[config.mk]
export PLATFORM = sky130hd
export DESIGN_NAME = spi_reg_bridge
export DESIGN_NICKNAME = d
export VERILOG_FILES = /design/src/rtl/spi_reg_bridge.sv
export SDC_FILE = /design/constraint.sdc
export NUM_CORES = 1
export LEC_CHECK = 0
export BUFFER_PORTS_ARGS = -buffer_cell sky130_fd_sc_hd__clkbuf_2
export CORE_ASPECT_RATIO = 2
export CORE_MARGIN = 3
export CORE_UTILIZATION = 55
export DETAILED_ROUTE_END_ITERATION = 6
export PLACE_DENSITY = 0.84
export REMOVE_ABC_BUFFERS = 1
export SKIP_CTS_REPAIR_TIMING = 1
export SYNTH_ARGS = -nofsm -noshare
export SYNTH_HDL_FRONTEND = slang
export SYNTH_SLANG_ARGS = --single-unit
[constraint.sdc]
create_clock -name ico_clk -period 4.4 [get_ports ico_clk]
set_input_delay 0.66 -clock ico_clk [delete_from_list [all_inputs] [get_ports ico_clk]]
set_output_delay 0.66 -clock ico_clk [all_outputs]
set_load 0.01 [all_outputs]
[src/rtl/spi_reg_bridge.sv]
// Frame decoder between the SPI slave byte receiver and a byte-wide register bank.
// Write frames fill registers from an auto-incrementing pointer; read frames stream them back.
module spi_reg_bridge #(
    parameter int NUM_REGS = 8,
    parameter int ADDR_W   = 3
) (
    input  logic                    ico_clk,
    input  logic                    rst,
    input  logic                    sel_active,
    input  logic                    rx_valid,
    input  logic [7:0]              rx_byte,
    output logic [7:0]              tx_byte,
    output logic                    tx_load,
    output logic                    wr_strobe,
    output logic [ADDR_W-1:0]       wr_addr,
    output logic [NUM_REGS*8-1:0]   regs_flat,
    output logic [7:0]              err_count
);

    localparam logic [2:0] WAIT_IDLE = 3'd0;
    localparam logic [2:0] IDLE      = 3'd1;
    localparam logic [2:0] CMD       = 3'd2;
    localparam logic [2:0] WRITE     = 3'd3;
    localparam logic [2:0] READ      = 3'd4;
    localparam logic [2:0] DISCARD   = 3'd5;

    // 8-bit copy of the bank size so the range check has matching widths (128 fits).
    localparam logic [7:0] NUM_REGS_B = 8'(NUM_REGS);

    logic [2:0]        state_reg;
    logic [ADDR_W-1:0] ptr_reg;
    logic [7:0]        regs_reg [NUM_REGS];
    logic [7:0]        tx_byte_reg;
    logic              tx_load_reg;
    logic              wr_strobe_reg;
    logic [ADDR_W-1:0] wr_addr_reg;
    logic [7:0]        err_count_reg;

    logic [ADDR_W-1:0] cmd_addr;
    logic              cmd_bad;

    assign cmd_addr = rx_byte[ADDR_W-1:0];
    assign cmd_bad  = ({1'b0, rx_byte[6:0]} >= NUM_REGS_B);

    always_ff @(posedge ico_clk) begin
        if (rst) begin
            state_reg     <= WAIT_IDLE;
            ptr_reg       <= '0;
            tx_byte_reg   <= 8'h00;
            tx_load_reg   <= 1'b0;
            wr_strobe_reg <= 1'b0;
            wr_addr_reg   <= '0;
            err_count_reg <= 8'h00;
            for (int i = 0; i < NUM_REGS; i++) begin
                regs_reg[i] <= 8'h00;
            end
        end else begin
            tx_load_reg   <= 1'b0;
            wr_strobe_reg <= 1'b0;
            case (state_reg)
                WAIT_IDLE: begin
                    // A frame already running at reset release is skipped entirely.
                    if (!sel_active) begin
                        state_reg <= IDLE;
                    end
                end
                IDLE: begin
                    if (sel_active) begin
                        state_reg <= CMD;
                    end
                end
                default: begin
                    if (!sel_active) begin
                        state_reg <= IDLE;
                    end else if (rx_valid) begin
                        case (state_reg)
                            CMD: begin
                                if (cmd_bad) begin
                                    state_reg <= DISCARD;
                                    if (err_count_reg != 8'hFF) begin
                                        err_count_reg <= err_count_reg + 8'd1;
                                    end
                                end else if (rx_byte[7]) begin
                                    state_reg   <= READ;
                                    tx_byte_reg <= regs_reg[cmd_addr];
                                    tx_load_reg <= 1'b1;
                                    ptr_reg     <= cmd_addr + 1'b1;
                                end else begin
                                    state_reg <= WRITE;
                                    ptr_reg   <= cmd_addr;
                                end
                            end
                            WRITE: begin
                                regs_reg[ptr_reg] <= rx_byte;
                                wr_strobe_reg     <= 1'b1;
                                wr_addr_reg       <= ptr_reg;
                                ptr_reg           <= ptr_reg + 1'b1;
                            end
                            READ: begin
                                tx_byte_reg <= regs_reg[ptr_reg];
                                tx_load_reg <= 1'b1;
                                ptr_reg     <= ptr_reg + 1'b1;
                            end
                            default: ;
                        endcase
                    end
                end
            endcase
        end
    end

    generate
        for (genvar gi = 0; gi < NUM_REGS; gi++) begin : g_flat
            assign regs_flat[8*gi +: 8] = regs_reg[gi];
        end
    endgenerate

    assign tx_byte   = tx_byte_reg;
    assign tx_load   = tx_load_reg;
    assign wr_strobe = wr_strobe_reg;
    assign wr_addr   = wr_addr_reg;
    assign err_count = err_count_reg;

endmodule

After elaboration in Yosys (flattened, before gate mapping):

Memories as Yosys holds them, arrays and structs flattened. A register that Yosys moved wholly into a read port is not among the register bits.
Cells that the tools add are included.

* register bits: 27
* latch bits: 0
* RAM bits: 64
* bits in read-only memories: 0
* input port bits: 12
* output and inout port bits: 85
* logic and storage cells: 68
* memories: 1

* add/sub/neg operators: 3
* multipliers: 0
* div/mod/pow operators: 0
* order comparisons: 1
* equal/unequal tests: 11
* shift-type cells: 0
* multiplexer cells: 30
* bitwise operators: 3
* reductions and logical operators: 12

Memory list
* regs_reg: words 8, width 8, read ports 10, clocked after memory_dff 1, write ports 8, RTL line 32 `logic [7:0] regs_reg [NUM_REGS];`

Operators by type and width (number)
* two-way mux 3 bit: 12
* two-way mux 8 bit: 3
* one-hot mux 8 bit (2 select lines): 1
* one-hot mux 3 bit (2 select lines): 2
* AND reduction 6 bit: 2
* two-way mux 1 bit: 11
* adder 8 x 1 -> 8 bit (second input constant): 1
* != test 2 bit (second input constant): 4
* != test 8 bit (second input constant): 1
* AND reduction 4 bit: 2
* OR reduction 8 bit: 1
* >= comparator 7 x 4 -> 1 bit (second input constant): 1
* adder 3 x 1 -> 3 bit (second input constant): 2
* equality test 3 x 2 -> 1 bit (second input constant): 2
* != test 3 x 1 -> 1 bit (second input constant): 2
* AND reduction 5 bit: 1
* OR reduction 5 bit: 1
* nonzero test 2 bit: 2
* OR reduction 2 bit: 2
* equality test 3 x 1 -> 1 bit (second input constant): 1
* equality test 3 bit (second input constant): 1
* logical NOT 3 bit: 1
* NOT 1 bit: 3
* one-hot mux 1 bit (2 select lines): 1

Longest topological paths before layout:

Gate-level depths: netlist (run 1).

* depth after elaboration: 9
* gate-level depth with buffers: 8
* mapped depth without buffers: 6

Least setup slack after synthesis (run 1):

No wires, ideal clock.

* kind: input to register
* start point: in sel_active
* end point: mem regs_reg[1][0], enable pin
* arrival: 1.954 ns
* path slack: 2.136 ns
* stages: 6
* buffers on the path: 1
* cell sequence: clkbuf_1 > nand4_2 > inv_1 > nand2_2 > nor3_1 > or2_2

RTL lines
* from (decl): RTL line 9 `input logic sel_active,`
* to (decl): RTL line 32

==> results of run 1 <==
-- how the worst max path moves through the flow --
stage | cells after the start | endpoint
after global placement | 7 | regs_reg[1][7]
after detailed placement | 7 | regs_reg[1][7]
after global routing | 6 | regs_reg[1][6]
final | 6 | regs_reg[1][1]
after CTS | 6 | regs_reg[1][1]
after floorplan | 6 | regs_reg[1][0]
-- worst register-to-register path: stages, from the launching register on --
cell and delay [ns]:
dfxtp_1 0.56, and2b_1 0.31, nand4_2 0.24, inv_1 0.19, nand2_2 0.16, nor3_1 0.82
or2_2 0.41
-- through the flow --
stage / power, mW / instance area, um2 / hold WS (ns)
after floorplan: 1.135 / 4746 / 0.4921
after global placement: 1.217 / 5364 / 0.4698
after detailed placement: 1.227 / 5364 / 0.4820
after CTS: 1.939 / 5643 / 0.4981
after global routing: 1.994 / 5643 / 0.5316
final: 1.938 / 5643 / 0.5126
-- cell usage in the layout, fill, tap and decap left out, types with 3 or more instances in the layout --
cell type | netlist | routed
nor4_1 | 9 | 9
nand3_1 | 4 | 4
xnor2_1 | 4 | 4
xor2_1 | 3 | 3
or2_2 | 8 | 8
nand2b_1 | 4 | 4
clkbuf_16 | 0 | 9
nor3_1 | 12 | 12
nor3b_1 | 3 | 3
mux4_2 | 32 | 32
nor2b_1 | 3 | 3
ha_1 | 4 | 4
a221oi_1 | 8 | 8
dfxtp_1 | 30 | 30
nand2_1 | 16 | 16
inv_1 | 4 | 4
edfxtp_1 | 64 | 64
o21ai_0 | 6 | 6
a21oi_1 | 14 | 14
and2_1 | 52 | 52
nor2_1 | 17 | 17
clkbuf_2 | 0 | 96
o21bai_1 | 8 | 8
mux2i_1 | 21 | 21
-- Yosys cell counts, types with 2 or more instances --
cell type  number  share of area, %
edfxtp_1       64                40
and2_1         52               6.7
mux4_2         32                15
dfxtp_1        30                12
mux2i_1        21               4.3
nor2_1         17               1.3
nand2_1        16               1.2
clkbuf_1       15               1.2
a21oi_1        14               1.4
nor3_1         12               1.2
nor4_1          9               1.2
a221oi_1        8               1.4
o21bai_1        8               1.2
or2_2           8               1.0
o21ai_0         6              0.62
buf_2           4              0.41
ha_1            4               1.0
inv_1           4              0.31
nand2b_1        4              0.52
nand3_1         4              0.41
xnor2_1         4              0.72
buf_1           3              0.23
nor2b_1         3              0.39
nor3b_1         3              0.46
xor2_1          3              0.54
a31oi_1         2              0.26
and2b_1         2              0.31
nor4_4          2              0.88
o211ai_1        2              0.31
or3_1           2              0.26
-- metal layers --
layer  GRT usage (%)  routed length [um]  up-vias
met4           15.66                 712        0
li1                -                   -     1601
met1           28.64                4407     1761
met2           48.24                7273      205
met3           4.862                 794       46
met5               0                   0        -
-- cell families after synthesis --
family | count (synthesis) | synth area share [%]
compound gates | 45 | 6.328
xor+xnor | 7 | 1.266
fa+ha+maj | 4 | 1.033
buf+inv | 29 | 2.505
flops | 94 | 52.07
mux | 53 | 19.21
simple gates | 142 | 17.59
-- layout make-up --
class	instances	share of cell area, %
flip-flops and latches	94	44.70
multi-input cells	251	39.00
repair buffers	98	8.780
clock buffers	13	4.612
well taps	98	2.173
inverters	6	0.3991
clock inverters	3	0.3326
-- power groups by stage --
stage | combinational (mW) | clock [mW] | sequential (mW)
6_report | 0.202 | 0.727 | 1.01
5_1_grt | 0.215 | 0.766 | 1.01
4_1_cts | 0.201 | 0.729 | 1.01
3_5_place_dp | 0.199 | 0 | 1.03
3_3_place_gp | 0.193 | 0 | 1.02
2_1_floorplan | 0.109 | 0 | 1.03
==> run metrics, run 1 <==
CTS root buf clkbuf_16; Die X 72.37 um; critical path endpoint category flop; dpl ws 1.323 ns; CTS sink cnt 94; Mapped Area 4845 um2; Finished Core Util 67.10%; largest net degree at the start of global routing 38; async set or reset register ratio after synthesis 0%; routability cong. 0.8727; placed wire-length estimate 9572 um; Post-synth EDFFs 64; worst min-delay path startpoint wr_addr[2]; Rows 47; number of DRC markers in iteration 0 284; antenna violations before repair 0; Post-Syn Instances 374; hold depth 2; Inserted Diodes 0; Worst R2R Start state_reg[0]; Vias/cell 6.417; Final #Nets 476; Worst EP arrival 3.04 ns; IO buf count 96; yosys warns 0; Fin. Hold Viols 0; worst-skew pair later-pin latency 0.35 ns; Internal 1.467 mW; Worst-path clk slew 0.06 ns; FF-to-FF End regs_reg[1][1]; CP max-delay cell nor3_1; synth-to-layout area growth 16.48%; Final ANT Viol Nets 0; Buf+Inv Stages, Crit Path 1; max-slew violation count 0; DRC 0; Leakage 2.223 nW; Hold Path Class reg -> reg; Crit Path Category reg -> reg; Seq pwr share 52.1%; maximum VDD drop 0.0002165 V; TritonCTS clock tree done; worst r2r path cells 6; First-pass DRT Iterations 5; H-tree depth 3; fin crit share 68.42%; f_max 0.3322 GHz; Clk pwr share 37.5%; WL/cell 23.42 um; gr ovfl total 0; CTS Buffer Depth 2; number of global-route vias before repair 3,618; Max-cap violations 0; Yosys reg bits 94; delay of the slowest critical-path stage 0.81 ns; Initial Util 57.61%; Sw Share 24.32%; unrepaired setup endpoints after global routing no; FF-to-FF setup slack 1.39 ns; GRT Resource Usage Total 27.07%; Die Y 138.7 um; fill count 610; synth unique cells 46; fraction of layout cells with a size suffix above 1 34.41%; sum of negative setup slack 0 ns; outcome finished clean; normalized max-slew margin 19.47%; IO Pins 97; Core Area 8409 um2; number of non-filler instances in the completed layout 563; Req. time, crit path 4.43 ns; first-pass GRT wire length 19,960 um; DRT Wirelength 13,190 um; CP Max Fanout 12; max reg flops 64; Psw 0.4715 mW; detailed-route via count 3,613; critical path cell sequence and2b_1 -> nand4_2 -> inv_1 -> nand2_2 -> nor3_1 -> or2_2; Power Dens Cells 343.5 nW/um2; Setup Skew 0.009772 ns; Sequential cell area 2522 um2; CTS buffer count 9; syn_area_per_cell 12.95 um2; placed insts 547; minimum clock period 3.010 ns; Final Setup Violations 0; crit path launch type flop; overall die area 10,040 um2; power share of the combinational group 10.4%; Worst Max-Slew Pin Slew 1.206 ns; ys flop type edfxtp_1; Hold Path Sink wr_addr[2]; area occupied by multi-input gates 2201 um2; crit path from state_reg[0]; delay-heaviest family, CP simple AND/OR/NAND/NOR gates; post-route setup slack 1.390 ns; post-synthesis sequential area ratio 52.07%
Note: power is estimated with default switching activity, not from simulation.
==> run 2: changes to the inputs <==
- ABC_AREA: unset -> 1
- CORE_UTILIZATION: 55 -> 51
- PLACE_DENSITY: 0.84 -> 0.81
- clock period: 4.4 -> 2.7 ns (I/O delays scaled with it)
==> run 2 against run 1 <==
Effect of this change:
- clock-buffer cell count up 1
- sequential share of layout area down 3.4 points
- via count up 44%
- sequential power up 60%
- synthesized area up 6.7%
- die area up 14%
- critical endpoint is now regs_reg[4][3]
- largest power group unchanged
==> run metrics, run 2 <==
Internal 2.449 mW (+67%); CP max-delay cell dfxtp_1; normalized max-slew margin 60.55% (+41 points); Crit path top cell by count nand2_1; fraction of layout cells with a size suffix above 1 17.91% (-17 points); Synth area leader edfxtp_1; Final Setup Violations 0 (unchanged); Setup Skew 0.005255 ns (-0.004517 ns); FF-to-FF End regs_reg[4][3]; top-count cell post-synth nand2_1; CTS Buffer Depth 2 (unchanged); f_max 0.4486 GHz (+35%); hold depth 3 (+1); placed wire-length estimate 13,220 um (+38%); CP Max Fanout 9 (-3); largest cells by area after synthesis edfxtp_1 (37%), nand2_1 (13%), nand3_1 (12%); WL/cell 18.60 um (-21%); Hold Path Class in -> reg; Mapped Area 5167 um2 (+6.7%); number of global-route vias before repair 5,172 (+43%); Worst EP arrival 2.24 ns (-0.80 ns); Worst-path clk slew 0.06 ns (about the same); max reg flops 64 (unchanged); Worst Max-Slew Pin Slew 0.5909 ns (-0.6154 ns); Die X 77.18 um (+6.6%); Synth top cells by count nand2_1 (177), nand3_1 (127), inv_1 (97); delay of the slowest critical-path stage 0.42 ns (-0.39 ns); first-pass GRT wire length 26,580 um (+33%); Hold Path Sink state_reg[2]; fin crit share 82.57% (+14 points); Post-Syn Instances 697 (+86%); area occupied by multi-input gates 2120 um2 (-3.7%); most frequent cells in the layout nand2_1 (177), nand3_1 (127), inv_1 (97), clkbuf_2 (96), nor2_1 (89); unrepaired setup endpoints after global routing no; CTS buffer count 9 (unchanged); Initial Util 52.58% (-5.0 points); Power Dens Cells 535.1 nW/um2 (+56%); Max-cap violations 0 (unchanged); IO buf count 96 (unchanged); Seq pwr share 49.5% (-2.6 points); CTS root buf clkbuf_16; Fin. Hold Viols 0 (unchanged); number of DRC markers in iteration 0 568 (+100%); Sequential cell area 2522 um2 (unchanged); sum of negative setup slack 0 ns (unchanged); DRT Wirelength 17,210 um (+30%); Leakage 2.969 nW (+34%); power share of the combinational group 11.7% (+1.3 points); max-slew violation count 0 (unchanged); Core Area 9827 um2 (+17%); Final #Nets 804 (+69%); placed cell area 5798 um2 (+8.1%); syn_area_per_cell 7.414 um2 (-43%); detailed-route via count 5,191 (+44%); IO Pins 97 (unchanged); Synth top area share 37.19% (-2.5 points); fill count 890 (+46%); maximum VDD drop 0.0004687 V (+120%); Final ANT Viol Nets 0 (unchanged); Tot Pwr 3.267 mW (+69%); async set or reset register ratio after synthesis 0% (unchanged); Sw Share 25.05% (+0.73 points); yosys warns 0 (unchanged); FF-to-FF setup slack 0.47 ns (-0.92 ns); GRT Resource Usage Total 30.96% (+3.9 points); Clk pwr share 38.8% (+1.3 points); worst min-delay path startpoint sel_active; synth-to-layout area growth 18.16%; worst-skew pair later-pin latency 0.34 ns (about the same); TritonCTS clock tree done; DRC 0 (unchanged); antenna violations before repair 0 (unchanged); Die Y 148.4 um (+6.9%); post-synthesis sequential area ratio 48.81% (-3.3 points); Psw 0.8185 mW (+74%); outcome finished clean; minimum clock period 2.229 ns (-0.7811 ns); placed insts 909 (+66%); Worst R2R Start state_reg[0]; overall die area 11,450 um2 (+14%); Vias/cell 5.612 (-13%); cell area after layout 6106 um2 (+8.2%); crit path launch type flop; Post-synth EDFFs 64 (unchanged); gr ovfl total 0 (unchanged); Rows 51 (+8.5%); Yosys reg bits 94 (unchanged); routability cong. 0.9685 (+11%); number of non-filler instances in the completed layout 925 (+64%); H-tree depth 3 (unchanged); critical path cell sequence nand2_1 -> nor2_2 -> nand2_1 -> nor3_4 -> nand2_2 -> nand2_1; Crit Path Category reg -> reg; Inserted Diodes 0 (unchanged); ys flop type edfxtp_1; CTS sink cnt 94 (unchanged); commonest non-fill, non-tap cell in the layout nand2_1; Req. time, crit path 2.71 ns (-1.72 ns); largest net degree at the start of global routing 35 (-7.9%); hold_ws 0.3589 ns (-0.1537 ns); critical path endpoint category flop; synth unique cells 25 (-46%); worst r2r path cells 6 (unchanged); First-pass DRT Iterations 5 (unchanged)
run 2: cell count changes in the layout (fill, tap and decap cells not counted), sizes merged, moves of 9 or more:
cell,previous run,this run
o21ai,6,15
a21oi,14,24
nor3,13,2
buf,2,15
nor4,12,0
nor2,17,91
mux4,32,0
and2,52,0
mux2i,21,0
nand3,4,129
nand2,17,185
inv,5,99
run 2: area by class of cell:
| cell class | count | share of cell area, % |
|---|---|---|
| sequential | 94 | 41.31 |
| inverter | 106 | 6.516 |
| clock buffer | 14 | 4.836 |
| clock inverter | 2 | 0.2049 |
| tap | 132 | 2.705 |
| multi-input combinational | 466 | 34.71 |
| timing repair buffer | 111 | 9.713 |
run 2: cells by family after synthesis:
kind of cell,after synthesis,synth area share (%)
AOI/OAI and AO/OA,46,4.819
xor gates and xnor gates,6,1.017
and+or+nand+nor,410,34.21
DFF,94,48.81
buffers and inverters,137,10.17
adders and majority gates,4,0.9686
run 2: power by group through the flow:
stage,clock (mW),sequential [mW],combinational [mW]
after global routing,1.33,1.62,0.420
after CTS,1.26,1.62,0.376
final,1.27,1.62,0.383
after global placement,0,1.65,0.365
after floorplan,0,1.66,0.195
after detailed placement,0,1.65,0.374
run 2: critical path: cells and delay by family (launching register included):
kind / cells / cell delay (ns)
flip-flops: 1 / 0.42
AND/OR/NAND/NOR: 6 / 1.46
run 2: how the worst max path moves through the flow:
| stage | endpoint | from | cells after the start |
|---|---|---|---|
| floorplan | flop | rx_byte[0] | 8 |
| global placement | regs_reg[1][0] | state_reg[0] | 6 |
| detailed placement | regs_reg[4][5] | state_reg[0] | 6 |
| CTS | regs_reg[4][3] | state_reg[0] | 6 |
| global route | regs_reg[0][2] | state_reg[0] | 6 |
| finish | regs_reg[4][3] | state_reg[0] | 6 |
run 2: metal layers:
| layer | track usage (%) | up-vias | wire length, um |
|---|---|---|---|
| li1 | - | 2404 | - |
| met1 | 29.89 | 2376 | 5309 |
| met2 | 56.67 | 311 | 9301 |
| met3 | 4.970 | 100 | 1119 |
| met4 | 24.78 | 0 | 1478 |
| met5 | 0 | - | 0 |
run 2: stage by stage:
step	worst slack (ns)	utilization (%)
3_5_place_dp	0.4978	59.00
5_1_grt	0.2889	62.13
3_3_place_gp	0.6148	59.00
2_1_floorplan	0.6127	-
4_1_cts	0.4845	62.13
6_report	0.4707	62.13
==> run 3: changes to the inputs <==
- CORE_UTILIZATION: 51 -> 55
- PLACE_DENSITY: 0.81 -> 0.83
- clock period: 2.7 -> 2.29 ns (I/O delays scaled with it)
==> run 3 against run 2 <==
Effect of this change:
- global-route usage grew 5.7 points
- critical path depth is the same
- largest cell class unchanged
- clock power grew 13%
- flip-flop and latch count is the same
- routed wire length grew 7.4%
- register-to-register slack lost 0.34 ns
==> run metrics, run 3 (synthesis results as in run 2) <==
outcome finished clean; Worst EP arrival 2.18 ns (-0.06 ns); CTS Buffer Depth 2 (unchanged); critical path cell sequence nand2_1 -> nor2_2 -> nand2_1 -> nor3_4 -> nand2_2 -> nand2_1; hold depth 3 (unchanged); Power Dens Cells 627.4 nW/um2 (+17%); number of global-route vias before repair 5,088 (-1.6%); routability cong. 1.036 (+7.0%); minimum clock period 2.162 ns (-0.06748 ns); CP max-delay cell nor3_4; placed insts 884 (-2.8%); WL/cell 20.53 um (+10%); IO Pins 97 (unchanged); Initial Util 56.95% (+4.4 points); number of DRC markers in iteration 0 448 (-21%); worst min-delay path startpoint sel_active; placed wire-length estimate 13,950 um (+5.6%); Fin. Hold Viols 0 (unchanged); IO buf count 96 (unchanged); Worst Max-Slew Pin Slew 0.5152 ns (-0.07569 ns); H-tree depth 3 (unchanged); Final ANT Viol Nets 0 (unchanged); detailed-route via count 5,187 (-0.077%); commonest non-fill, non-tap cell in the layout nand2_1; FF-to-FF setup slack 0.13 ns (-0.34 ns); dpl ws 0.2157 ns (-0.2821 ns); f_max 0.4626 GHz (+3.1%); antenna violations before repair 0 (unchanged); fin crit share 94.40% (+12 points); Vias/cell 5.763 (+2.7%); Max-cap violations 0 (unchanged); CP Max Fanout 9 (unchanged); Crit path top cell by count nand2_1; CTS sink cnt 94 (unchanged); Worst-path clk slew 0.06 ns (about the same); Die Y 143.1 um (-3.6%); first-pass GRT wire length 27,530 um (+3.6%); worst-skew pair later-pin latency 0.35 ns (about the same); Crit Path Category reg -> reg; fraction of layout cells with a size suffix above 1 18.67% (+0.76 points); Rows 49 (-3.9%); number of non-filler instances in the completed layout 900 (-2.7%); synth-to-layout area growth 17.63%; post-route setup slack 0.1281 ns (-0.3425 ns); DRC 0 (unchanged); delay of the slowest critical-path stage 0.43 ns (about the same); overall die area 10,670 um2 (-6.8%); Final #Nets 809 (+0.62%); FF-to-FF End regs_reg[6][5]; Hold Path Sink state_reg[2]; unrepaired setup endpoints after global routing no; worst r2r path cells 6 (unchanged); normalized max-slew margin 65.53% (+5.0 points); Leakage 2.979 nW (+0.34%); First-pass DRT Iterations 5 (unchanged); gr ovfl total 0 (unchanged); CTS buffer count 9 (unchanged); crit path launch type flop; Worst R2R Start state_reg[0]; critical path endpoint category flop; Inserted Diodes 0 (unchanged); CTS root buf clkbuf_16; sum of negative setup slack 0 ns (unchanged); max-slew violation count 0 (unchanged); crit path from state_reg[0]; GRT Resource Usage Total 36.62% (+5.7 points); Setup Skew 0.009649 ns (+0.004394 ns); DRT Wirelength 18,480 um (+7.4%); TritonCTS clock tree done; Die X 74.54 um (-3.4%); Core Area 9074 um2 (-7.7%); most frequent cells in the layout nand2_1 (177), nand3_1 (127), inv_1 (97), clkbuf_2 (96), nor2_1 (89); Finished Core Util 66.99% (+4.9 points); maximum VDD drop 0.0005057 V (+7.9%); largest net degree at the start of global routing 35 (unchanged); Hold Path Class in -> reg; Final Setup Violations 0 (unchanged); Tot Pwr 3.814 mW (+17%); max reg flops 64 (unchanged); Req. time, crit path 2.31 ns (-0.40 ns)
==> run 3: cell types whose count changed in the layout (fill, tap and decap cells not counted), sizes merged <==
cell      before  now
buf           15   20
clkbuf       110  105
inv           99  103
clkinvlp       0    1
==> run 3: worst max-delay path, delay by kind of cell, from the launching register on <==
family / cells / cell delay [ns]
DFF: 1 / 0.41
and+or+nand+nor: 6 / 1.42
==> run 3: how the worst max path moves through the flow <==
stage	endpoint	slack [ns]	cells after the start
floorplan	flop	0.26	8
global placement	tx_byte[4]	0.26	9
detailed placement	regs_reg[4][5]	0.22	6
CTS	regs_reg[4][0]	0.20	6
global route	regs_reg[4][0]	0.004	6
finish	regs_reg[6][5]	0.13	6
==> run 3: metal layers <==
layer	GRT usage [%]	share of wire, %	up-vias
met1	33.76	30	2412
met3	7.541	6.5	83
met4	27.30	8.2	0
met2	66.64	55	280
li1	-	-	2412
met5	0	0	-
==> run 3: final cells by class <==
| cell class | instances | area (um2) |
|---|---|---|
| Multi-Input combinational cell | 466 | 2120 |
| Fill cell | 786 | 2995 |
| Clock inverter | 7 | 55.05 |
| Tap cell | 102 | 127.6 |
| Clock buffer | 9 | 225.2 |
| Inverter | 106 | 397.9 |
| Timing Repair Buffer | 116 | 630.6 |
| Sequential cell | 94 | 2522 |
==> run 3: where the power goes <==
part	total [mW]	leakage, nW	internal [mW]	switching [mW]
combinational	0.473	1.94	0.139	0.334
sequential	1.90	0.903	1.86	0.0438
clock	1.44	0.139	0.751	0.686
total	3.81	2.98	2.75	1.06
==> run 3: stage by stage <==
stage          cell area [um2]  hold slack [ns]
2_1_floorplan             5040           0.4126
3_3_place_gp              5798           0.4914
3_5_place_dp              5798           0.5088
4_1_cts                   6078           0.2805
5_1_grt                   6078           0.3080
6_report                  6078           0.2879
